`config.mk`:
```
export PLATFORM = sky130hd
export DESIGN_NAME = spectrum_column_writer
export DESIGN_NICKNAME = d
export VERILOG_FILES = /design/src/rtl/spectrum_column_writer.sv
export SDC_FILE = /design/constraint.sdc
export NUM_CORES = 2
export LEC_CHECK = 0
export ABC_AREA = 1
export CAP_MARGIN = 20
export CORE_MARGIN = 5
export CORE_UTILIZATION = 50
export CTS_CLUSTER_DIAMETER = 30
export DETAILED_ROUTE_END_ITERATION = 12
export DONT_BUFFER_PORTS = 1
export PLACE_DENSITY_LB_ADDON = 0.25
export SETUP_SLACK_MARGIN = 0.02
export SYNTH_ARGS = -nofsm -noshare
export SYNTH_HDL_FRONTEND = slang
export SYNTH_SLANG_ARGS = --single-unit
```
`constraint.sdc`:
```
create_clock -name clk -period 8.7 [get_ports clk]
set_clock_uncertainty 0.05 [all_clocks]
set_input_delay 0.435 -clock clk [delete_from_list [all_inputs] [get_ports clk]]
set_output_delay 0.435 -clock clk [all_outputs]
set_load 0.01 [all_outputs]
```
`src/rtl/spectrum_column_writer.sv`:
```
`default_nettype none
// ============================================================================
// Module   : spectrum_column_writer
// Purpose  : Turns STFT bins into 8-bit log-magnitude pixels with peak-hold
//            and decay, and writes one framebuffer column per emitted sweep.
// Revision : 1.0  initial release
// ============================================================================
module spectrum_column_writer #(
  parameter int WORD_WIDTH = 16,
  parameter int FFT_SIZE   = 256,
  parameter int NUM_COLS   = 128,
  parameter int DECIMATE   = 64,
  parameter int DECAY      = 4
) (
  input  logic                                           clk,
  input  logic                                           reset,
  input  logic                                           in_valid,
  input  logic [$clog2(FFT_SIZE)-1:0]                    in_idx,
  input  logic [2*WORD_WIDTH-1:0]                        in_data,
  input  logic                                           freeze,
  output logic                                           pix_wr_en,
  output logic [$clog2(NUM_COLS)+$clog2(FFT_SIZE)-2:0]   pix_wr_addr,
  output logic [7:0]                                     pix_wr_data,
  output logic                                           column_done,
  output logic [$clog2(NUM_COLS)-1:0]                    col_idx
);
  localparam int W      = WORD_WIDTH;
  localparam int IDX_W  = $clog2(FFT_SIZE);
  localparam int BIN_W  = IDX_W - 1;
  localparam int COL_W  = $clog2(NUM_COLS);
  localparam int NBINS  = FFT_SIZE / 2;
  localparam int SC_W   = (DECIMATE > 1) ? $clog2(DECIMATE) : 1;
  localparam logic [BIN_W-1:0] C_LAST_BIN = BIN_W'(NBINS - 1);
  localparam logic [SC_W-1:0]  C_SC_LAST  = SC_W'(DECIMATE - 1);
  localparam logic [7:0]       C_DECAY    = 8'(DECAY);
  localparam logic [3:0]       C_TOP      = 4'(W - 1);

  logic               r_s1_v, r_s2_v, r_s3_v;
  logic [BIN_W-1:0]   r_s1_bin, r_s2_bin, r_s3_bin;
  logic [W-1:0]       r_s1_are, r_s1_aim, r_s2_mag;
  logic [7:0]         r_s1_peak, r_s2_peak, r_s3_peak, r_s3_code;
  logic [NBINS-1:0]   r_peak_vld;
  logic [7:0]         r_peak_mem [NBINS];
  logic               r_h_v   [0:2];
  logic [BIN_W-1:0]   r_h_bin [0:2];
  logic [7:0]         r_h_val [0:2];
  logic               r_emit;
  logic [SC_W-1:0]    r_sweep_cnt;

  logic [W-1:0]       w_re, w_im, w_abs_re, w_abs_im, w_max, w_min, w_mag;
  logic               w_accept;
  logic [3:0]         w_lead, w_mant;
  logic [W+2:0]       w_ext;
  logic [7:0]         w_code, w_old, w_dec, w_new;
  logic               w_first, w_last, w_emit_now;
  logic [COL_W-1:0]   w_col;

  // Stage 1: drop undisplayed bins, take magnitudes (-2^(W-1) maps to 2^(W-1))
  assign w_accept = in_valid && !in_idx[IDX_W-1];
  assign w_re     = in_data[2*W-1:W];
  assign w_im     = in_data[W-1:0];
  assign w_abs_re = w_re[W-1] ? (~w_re + W'(1)) : w_re;
  assign w_abs_im = w_im[W-1] ? (~w_im + W'(1)) : w_im;

  // Stage 2: alpha-max-plus-beta-min magnitude estimate
  assign w_max = (r_s1_are >= r_s1_aim) ? r_s1_are : r_s1_aim;
  assign w_min = (r_s1_are >= r_s1_aim) ? r_s1_aim : r_s1_are;
  assign w_mag = w_max + (w_min >> 2) + (w_min >> 3);

  // Stage 3: pseudo-log code {exponent, 4 mantissa bits below the leading one}
  assign w_ext = {r_s2_mag[W-2:0], 4'b0000};
  always_comb begin
    w_lead = 4'd0;
    w_mant = 4'd0;
    for (int i = 0; i < W; i++) begin
      if (r_s2_mag[i]) begin
        w_lead = 4'(i);
        w_mant = w_ext[i+3 -: 4];
      end
    end
    w_code = (r_s2_mag == '0) ? 8'h00 : {w_lead, w_mant};
  end

  // Stage 4: peak hold; the newest in-flight write for this bin overrides the RAM read
  always_comb begin
    w_old = r_peak_vld[r_s3_bin] ? r_s3_peak : 8'h00;
    for (int k = 2; k >= 0; k--) begin
      if (r_h_v[k] && (r_h_bin[k] == r_s3_bin)) begin
        w_old = r_h_val[k];
      end
    end
    w_dec = (w_old > C_DECAY) ? (w_old - C_DECAY) : 8'h00;
    w_new = (r_s3_code > w_dec) ? r_s3_code : w_dec;
  end

  assign w_first    = r_s3_v && (r_s3_bin == '0);
  assign w_last     = r_s3_v && (r_s3_bin == C_LAST_BIN);
  assign w_emit_now = w_first ? ((r_sweep_cnt == '0) && !freeze) : r_emit;
  // col_idx advances one cycle after column_done, so an immediately following column must look ahead
  assign w_col      = column_done ? (col_idx + COL_W'(1)) : col_idx;

  always_ff @(posedge clk or posedge reset) begin
    if (reset) begin
      r_s1_v      <= 1'b0;
      r_s2_v      <= 1'b0;
      r_s3_v      <= 1'b0;
      r_peak_vld  <= '0;
      r_h_v[0]    <= 1'b0;
      r_h_v[1]    <= 1'b0;
      r_h_v[2]    <= 1'b0;
      r_emit      <= 1'b0;
      r_sweep_cnt <= '0;
      pix_wr_en   <= 1'b0;
      pix_wr_addr <= '0;
      pix_wr_data <= 8'h00;
      column_done <= 1'b0;
      col_idx     <= '0;
    end else begin
      r_s1_v      <= w_accept;
      r_s2_v      <= r_s1_v;
      r_s3_v      <= r_s2_v;
      r_h_v[0]    <= r_s3_v;
      r_h_v[1]    <= r_h_v[0];
      r_h_v[2]    <= r_h_v[1];
      pix_wr_en   <= r_s3_v && w_emit_now;
      column_done <= w_last && w_emit_now;
      if (column_done) begin
        col_idx <= col_idx + COL_W'(1);
      end
      if (r_s3_v) begin
        r_peak_vld[r_s3_bin] <= 1'b1;
        pix_wr_addr          <= {w_col, r_s3_bin};
        pix_wr_data          <= w_new;
      end
      if (w_first) begin
        r_emit <= w_emit_now;
      end
      if (w_last) begin
        r_emit      <= 1'b0;
        r_sweep_cnt <= (r_sweep_cnt == C_SC_LAST) ? '0 : (r_sweep_cnt + SC_W'(1));
      end
    end
  end

  always_ff @(posedge clk) begin
    if (w_accept) begin
      r_s1_peak <= r_peak_mem[in_idx[BIN_W-1:0]];
    end
    r_s1_bin   <= in_idx[BIN_W-1:0];
    r_s1_are   <= w_abs_re;
    r_s1_aim   <= w_abs_im;
    r_s2_bin   <= r_s1_bin;
    r_s2_mag   <= w_mag;
    r_s2_peak  <= r_s1_peak;
    r_s3_bin   <= r_s2_bin;
    r_s3_code  <= w_code;
    r_s3_peak  <= r_s2_peak;
    r_h_bin[0] <= r_s3_bin;
    r_h_bin[1] <= r_h_bin[0];
    r_h_bin[2] <= r_h_bin[1];
    r_h_val[0] <= w_new;
    r_h_val[1] <= r_h_val[0];
    r_h_val[2] <= r_h_val[1];
    if (r_s3_v) begin
      r_peak_mem[r_s3_bin] <= w_new;
    end
  end

endmodule
`default_nettype wire
```
# Word-level counts from Yosys, hierarchy flattened
# Memories as Yosys holds them, arrays and structs flattened. A register that Yosys moved wholly into a read port is not among the register bits.
# Index checks and enable logic that the tools add are counted.
[totals] input_bits=44 word_cells=115 out_inout_bits=31 mem_count=3 mem_bits_rw=1069 regBits=265
[classes] mux=51 n_addsub=7 n_reduce_logical=16 bitwise=3 n_eq_ne=5 n_lt_le_gt_ge=5
[memory_table] memory="r_peak_mem" words=128 word_bits=8 rd=1 rd_clocked_by_memory_dff=1 write_ports=1 line_no="43" source="logic [7:0] r_peak_mem [NBINS];"
[memory_table] memory="r_h_val" words=3 word_bits=8 rd=3 rd_clocked_by_memory_dff=0 write_ports=3 line_no="46" source="logic [7:0] r_h_val [0:2];"
[memory_table] memory="r_h_bin" words=3 word_bits=7 rd=3 rd_clocked_by_memory_dff=0 write_ports=3 line_no="45" source="logic [BIN_W-1:0] r_h_bin [0:2];"
[op_table] operator="128-bit OR" n=1
[op_table] operator="4-bit two-way mux" n=25
[op_table] operator="8-bit two-way mux" n=6
[op_table] operator="16-bit by 1-bit adder with 16-bit output (second input constant)" n=2
[op_table] operator="16-bit two-way mux" n=2
[op_table] operator="16-bit inverter" n=2
[op_table] operator="15-bit two-way mux" n=2
[op_table] operator="7-bit equality test" n=3
[op_table] operator="16-bit by 13-bit adder with 16-bit output" n=1
[op_table] operator="16-bit by 14-bit adder with 16-bit output" n=1
[op_table] operator="16-bit greater-or-equal comparator" n=1
[op_table] operator="16-bit zero test" n=1
[op_table] operator="1-bit logical AND" n=10
[op_table] operator="8-bit by 3-bit > comparator with 1-bit output (second input constant)" n=1
[op_table] operator="8-bit > comparator" n=1
[op_table] operator="7-bit by 8-bit < comparator with 1-bit output (second input constant)" n=1
[op_table] operator="1-bit two-way mux" n=8
[op_table] operator="8-bit by 3-bit subtractor with 8-bit output (second input constant)" n=1
[op_table] operator="7-bit by 1-bit adder with 7-bit output (second input constant)" n=1
[op_table] operator="1-bit binary-select mux with 7-bit select" n=1
[op_table] operator="1-bit demux with 7-bit select" n=1
[op_table] operator="7-bit equality test (second input constant)" n=1
[op_table] operator="7-bit by 1-bit greater-or-equal comparator with 1-bit output (second input constant)" n=1
[op_table] operator="7-bit zero test" n=1
[op_table] operator="other kinds (9)" n=12

# Depth between registers and ports, before layout
[logic_depth] ltp_word=15 ltp_mapped=35 mapped_depth_nobuf=32

# Worst setup path after synthesis
# Ideal clock, no wire load.
[synth_path] kind="reg2reg" startpoint="reg r_s3_bin[0]" endpoint="mem r_peak_mem[0][5], data pin" slack_ps=1151 n_path_buf=3 path_stages_with_launch=25 arrival_time_ps=6621 required_ps=7773 cell_sequence="dfxtp_1 > buf_6 > inv_4 > buf_6 > buf_4 > nand2_1 > o2111ai_1 > nor2_2 > a21oi_1 > nand2_1 > nand2_1 > o21ai_1 > ha_1 > nand3_1 > o21ai_1 > nand2_4 > nand2_2 > ha_1 > a21oi_1 > o21ai_0 > nand2_1 > o211ai_1 > nand2_1 > or2_2 > a21boi_1"
[synth_via] elab_chain_cells=10 word_cells_on_any_way=17
[synth_rtl] element="start, declared" line_no="39" source="logic [BIN_W-1:0] r_s1_bin, r_s2_bin, r_s3_bin;"
[synth_rtl] element="start signal, assigned" line_no="155" source="r_s3_bin <= r_s2_bin;"
[synth_rtl] element="1-bit binary-select mux with 7-bit select" line_no="86" source="w_old = r_peak_vld[r_s3_bin] ? r_s3_peak : 8'h00;"
[synth_rtl] element="1-bit two-way mux (not written as such)" line_no="86"
[synth_rtl] element="8-bit two-way mux" line_no="86"
[synth_rtl] element="8-bit two-way mux (2 in a row)" line_no="88" source="if (r_h_v[k] && (r_h_bin[k] == r_s3_bin)) begin"
[synth_rtl] element="8-bit two-way mux (*)" line_no="88"
[synth_rtl] element="8-bit by 3-bit subtractor with 8-bit output / 8-bit by 3-bit > comparator with 1-bit output (equally long branches)" line_no="92" source="w_dec = (w_old > C_DECAY) ? (w_old - C_DECAY) : 8'h00;"
[synth_rtl] element="8-bit two-way mux (*)" line_no="92"
[synth_rtl] element="8-bit > comparator" line_no="93" source="w_new = (r_s3_code > w_dec) ? r_s3_code : w_dec;"
[synth_rtl] element="8-bit two-way mux (*)" line_no="93"
[synth_rtl] element="named net w_new[5]" line_no="54" source="logic [7:0] w_code, w_old, w_dec, w_new;"
[synth_rtl] element="end, declared" line_no="43"
# Mark *: on every way through the listed nets, which the timed path passes. The rest lies on a longest branch. The select of a mux whose other input is x is not followed.

# Final worst setup path
[layout_path] startpoint="reg r_s3_bin[2]" endpoint="mem r_peak_mem[88][1], data pin"
# Same word-level chain as after synthesis.

==> results.sh <==
export IMPL_status="complete, but fails checks"
export IMPL_static_leakage_power_nw=22.92
export IMPL_numPortBuffers=0
export IMPL_cts_made_buffers=240
export IMPL_top_level_i_o_count=75
export IMPL_via_count_of_the_first_global_routing_pass=36610
export IMPL_critPathMaxStageDelay_ns=0.92
export IMPL_final_min_clock_period_ns=7.047
export IMPL_post_route_cells_drive_above_1_share_pct=10.22
export IMPL_power_switching_mw=5.404
export IMPL_power_share_switching_pct=27.19
export IMPL_critPathKind="reg -> reg"
export IMPL_power_clock_fraction_pct=45.0
export IMPL_timing_critical_path_to="r_peak_mem[88][1]"
export IMPL_r2r_setup_slack_ns=1.65
export IMPL_postSynthRegisterBits=1342
export IMPL_routed_wire_length_um=142900
export IMPL_clk_pin_slew_ns=0.05
export IMPL_global_route_wire_length_before_repair_um=217200
export IMPL_r2r_start="r_s3_bin[2]"
export IMPL_combPwrFrac_pct=13.1
export IMPL_max_cap_viols=0
export IMPL_flip_flop_cell_with_the_highest_count_after_synthesis="edfxtp_1"
export IMPL_clock_fmax_ghz=0.1419
export IMPL_stdcell_area_um2=64490
export IMPL_core_area_um2=108700
export IMPL_cts_resized_gates=0
export IMPL_clock_h_tree_levels=4
export IMPL_fin_nets=4930
export IMPL_syn_cell_area_um2=54670
export IMPL_synthTopCellsByArea="edfxtp_1 (57%), dfrtp_1 (7.9%), o21ai_0 (7.4%)"
export IMPL_cts_buffer_depth=3
export IMPL_timing_rr_end="r_peak_mem[88][1]"
export IMPL_worst_slew_margin_rel_pct=-36.08
export IMPL_synthToLayoutAreaGrowth_pct=17.96
export IMPL_route_vias_total=37320
export IMPL_weighted_congestion_at_the_end_of_routability_driven_global_placement=0.8600
export IMPL_routedWlPerCell_um=22.14
export IMPL_crit_required_ns=9.18
export IMPL_proportion_of_synthesized_flip_flops_having_asynchronous_set_or_reset_pct=12.82
export IMPL_cp_common_cell="nand2_1"
export IMPL_drt_pre_antenna_iters=6
export IMPL_netlist_instances=4765
export IMPL_final_max_slew_violation_count=257
export IMPL_worstSkewPairLatency_ns=0.83
export IMPL_violated_checks="max-slew violations"
export IMPL_clock_sinks=1342
export IMPL_cts_root_buf="clkbuf_16"
export IMPL_most_common_layout_cells="edfxtp_1 (1032), nor2_1 (868), o21ai_0 (810)"
export IMPL_antenna_left=0
export IMPL_worstMarginPinSlew_ns=2.041
export IMPL_critical_path_slowest_cell="o21ai_4"
export IMPL_viasPerCell=5.780
export IMPL_synth_edff_count=1032
export IMPL_violation_count_after_the_first_detailed_routing_iteration=3899
export IMPL_mostFrequentLayoutCell="edfxtp_1"
export IMPL_floorplan_die_width_um=340.7
export IMPL_floorplan_rows=121
export IMPL_track_usage_pct=24.15
export IMPL_rr_worst_depth=28
export IMPL_internal_power_mw=14.47
export IMPL_critical_path_origin="r_s3_bin[2]"
export IMPL_unrepaired_setup_endpoints_after_global_routing="no"
export IMPL_synth_nets=4869
export IMPL_total_power_per_unit_cell_area_nw_per_um2=308.2
export IMPL_synth_avg_cell_area_um2=11.47
export IMPL_timing_critical_path_fanout_max=96
export IMPL_data_arrival_time_of_the_worst_path_ns=7.53
export IMPL_report_final_setup_viol=0
export IMPL_yosys_warnings=0
export IMPL_power_frac_seq_pct=41.9
export IMPL_post_synth_num_cell_types=62
export IMPL_fp_dieH_um=340.7
export IMPL_period_share_pct=81.00
export IMPL_yosys_area_top_type_share_pct=56.69
export IMPL_critPathCaptureType="register"
export IMPL_synth_top_area_cell="edfxtp_1"
export IMPL_report_final_hold_viol_count=0
export IMPL_filler_instances=8570
export IMPL_dpl_cell_area_um2=55800
export IMPL_post_dp_hpwl_um=76710
export IMPL_drt_drc_violations_left=0
export IMPL_design_die_area_um2=116000
export IMPL_grt_max_degree=515
export IMPL_global_route_overflow_total=0
export IMPL_seq_area_frac_synth_pct=69.61
export IMPL_cts_tree="built"
export IMPL_vdd_ir_drop_worst_mv=0.3569
export IMPL_start_util_pct=50.29
export IMPL_hp_class="in -> reg"
export IMPL_setup_tns_ns=0
export IMPL_cp_start_kind="register"
export IMPL_grt_antenna_before_repair=2
export IMPL_post_cts_setup_buffer_count=0
==> through the flow <==
step	hold slack [ns]	power [mW]	worst slack, ns	utilization [%]	instances
after floorplan	0.2596	10.14	1.151	-	4765
after global placement	0.2599	10.93	1.951	51.31	5927
after detailed placement	0.2621	10.98	1.799	51.34	5930
after CTS	0.001784	19.95	1.764	59.32	6454
after global routing	0.003297	20.62	1.082	59.32	6457
final	0.02967	19.88	1.653	59.32	6457
==> area by class of cell <==
cell class,instances,area (um^2),area share (%)
sequential,1342,38060,59.02
multi-input combinational,2850,14450,22.41
clock buffer,281,6306,9.779
tap,1414,1769,2.744
clock inverter,175,1689,2.619
timing repair buffer,122,1169,1.812
inverter,270,1039,1.610
antenna,3,7.507,0.01164
==> critical path: cells and delay by family, from the launching register on <==
family	cells	cell delay, ns
fa+ha+maj	2	0.45
flops	1	0.66
buf+inv	3	1.05
compound gates	8	1.84
simple gates	15	2.47
==> cell families (layout without fill, tap and decap cells) <==
kind of cell	count (synthesis)	in the layout	share of synthesized area, %
buffers and inverters	573	848	4.168
muxes	1	1	0.01831
adders and majority gates	60	60	1.565
xor gates and xnor gates	55	55	0.8811
DFF	1342	1342	69.61
other	0	3	0
and+or+nand+nor	1446	1446	10.55
AOI/OAI and AO/OA	1288	1288	13.21
==> per-layer routing <==
layer,track usage (%),wire [um],up-vias
met5,0,0,-
met4,8.981,4589,0
met3,5.105,11190,302
met2,39.32,67960,1525
met1,32.26,59200,18350
li1,-,-,17150
==> how the worst min path moves through the flow <==
stage | endpoint | start | slack, ns | cells after the start
final | r_s1_peak[2] | in_idx[6] | 0.03 | 2
after global routing | r_s1_peak[2] | in_idx[6] | 0.003 | 2
after CTS | r_s1_peak[6] | in_idx[4] | 0.002 | 2
after detailed placement | r_s3_bin[2] | r_s2_bin[2] | 0.26 | 0
after global placement | r_s3_bin[0] | r_s2_bin[0] | 0.26 | 0
after floorplan | r_s2_bin[0] | r_s1_bin[0] | 0.26 | 0
==> cells in the mapped netlist, types with 4 or more instances <==
library cell,number
buf_6,8
dfxtp_1,138
inv_2,7
nor3_1,24
o21ai_1,15
nand2_1,410
o221ai_1,51
o32ai_1,6
nor2_1,868
ha_1,46
o21bai_1,4
buf_4,5
a31oi_1,13
nand2_2,12
o22ai_1,258
edfxtp_1,1032
nand3_1,86
a32oi_1,4
nand3_2,4
nor3b_1,5
buf_2,26
nor4_1,6
o211ai_1,14
xnor2_1,23
fa_1,14
inv_1,259
nand4_1,7
or2_2,14
clkbuf_1,260
o311ai_0,13
a21oi_1,72
o21ai_2,5
o21ai_0,810
dfrtp_1,172
xor2_1,32
==> power by group through the flow <==
stage | clock [mW] | sequential [mW] | combinational (mW)
global placement | 0 | 8.43 | 2.50
finish | 8.95 | 8.32 | 2.60
detailed placement | 0 | 8.43 | 2.55
global route | 9.39 | 8.34 | 2.89
CTS | 9.04 | 8.31 | 2.60
floorplan | 0 | 8.47 | 1.67
==> sequential cells by signal (all words and copies together), names as in the netlist, 14 cells and up <==
register,flops
r_s2_mag,16
r_s1_are,16
r_s1_aim,16
r_peak_vld,128
r_h_bin,21
r_peak_mem,1024
r_h_val,24
pix_wr_addr,14
==> timing repair <==
action / 4_1_cts / 5_1_grt
hold buffers: 68 / 0
endpoints found under the setup margin: 0 / 0
hold endpoints to repair: 156 / 0
(Power assumes the default switching activity.)
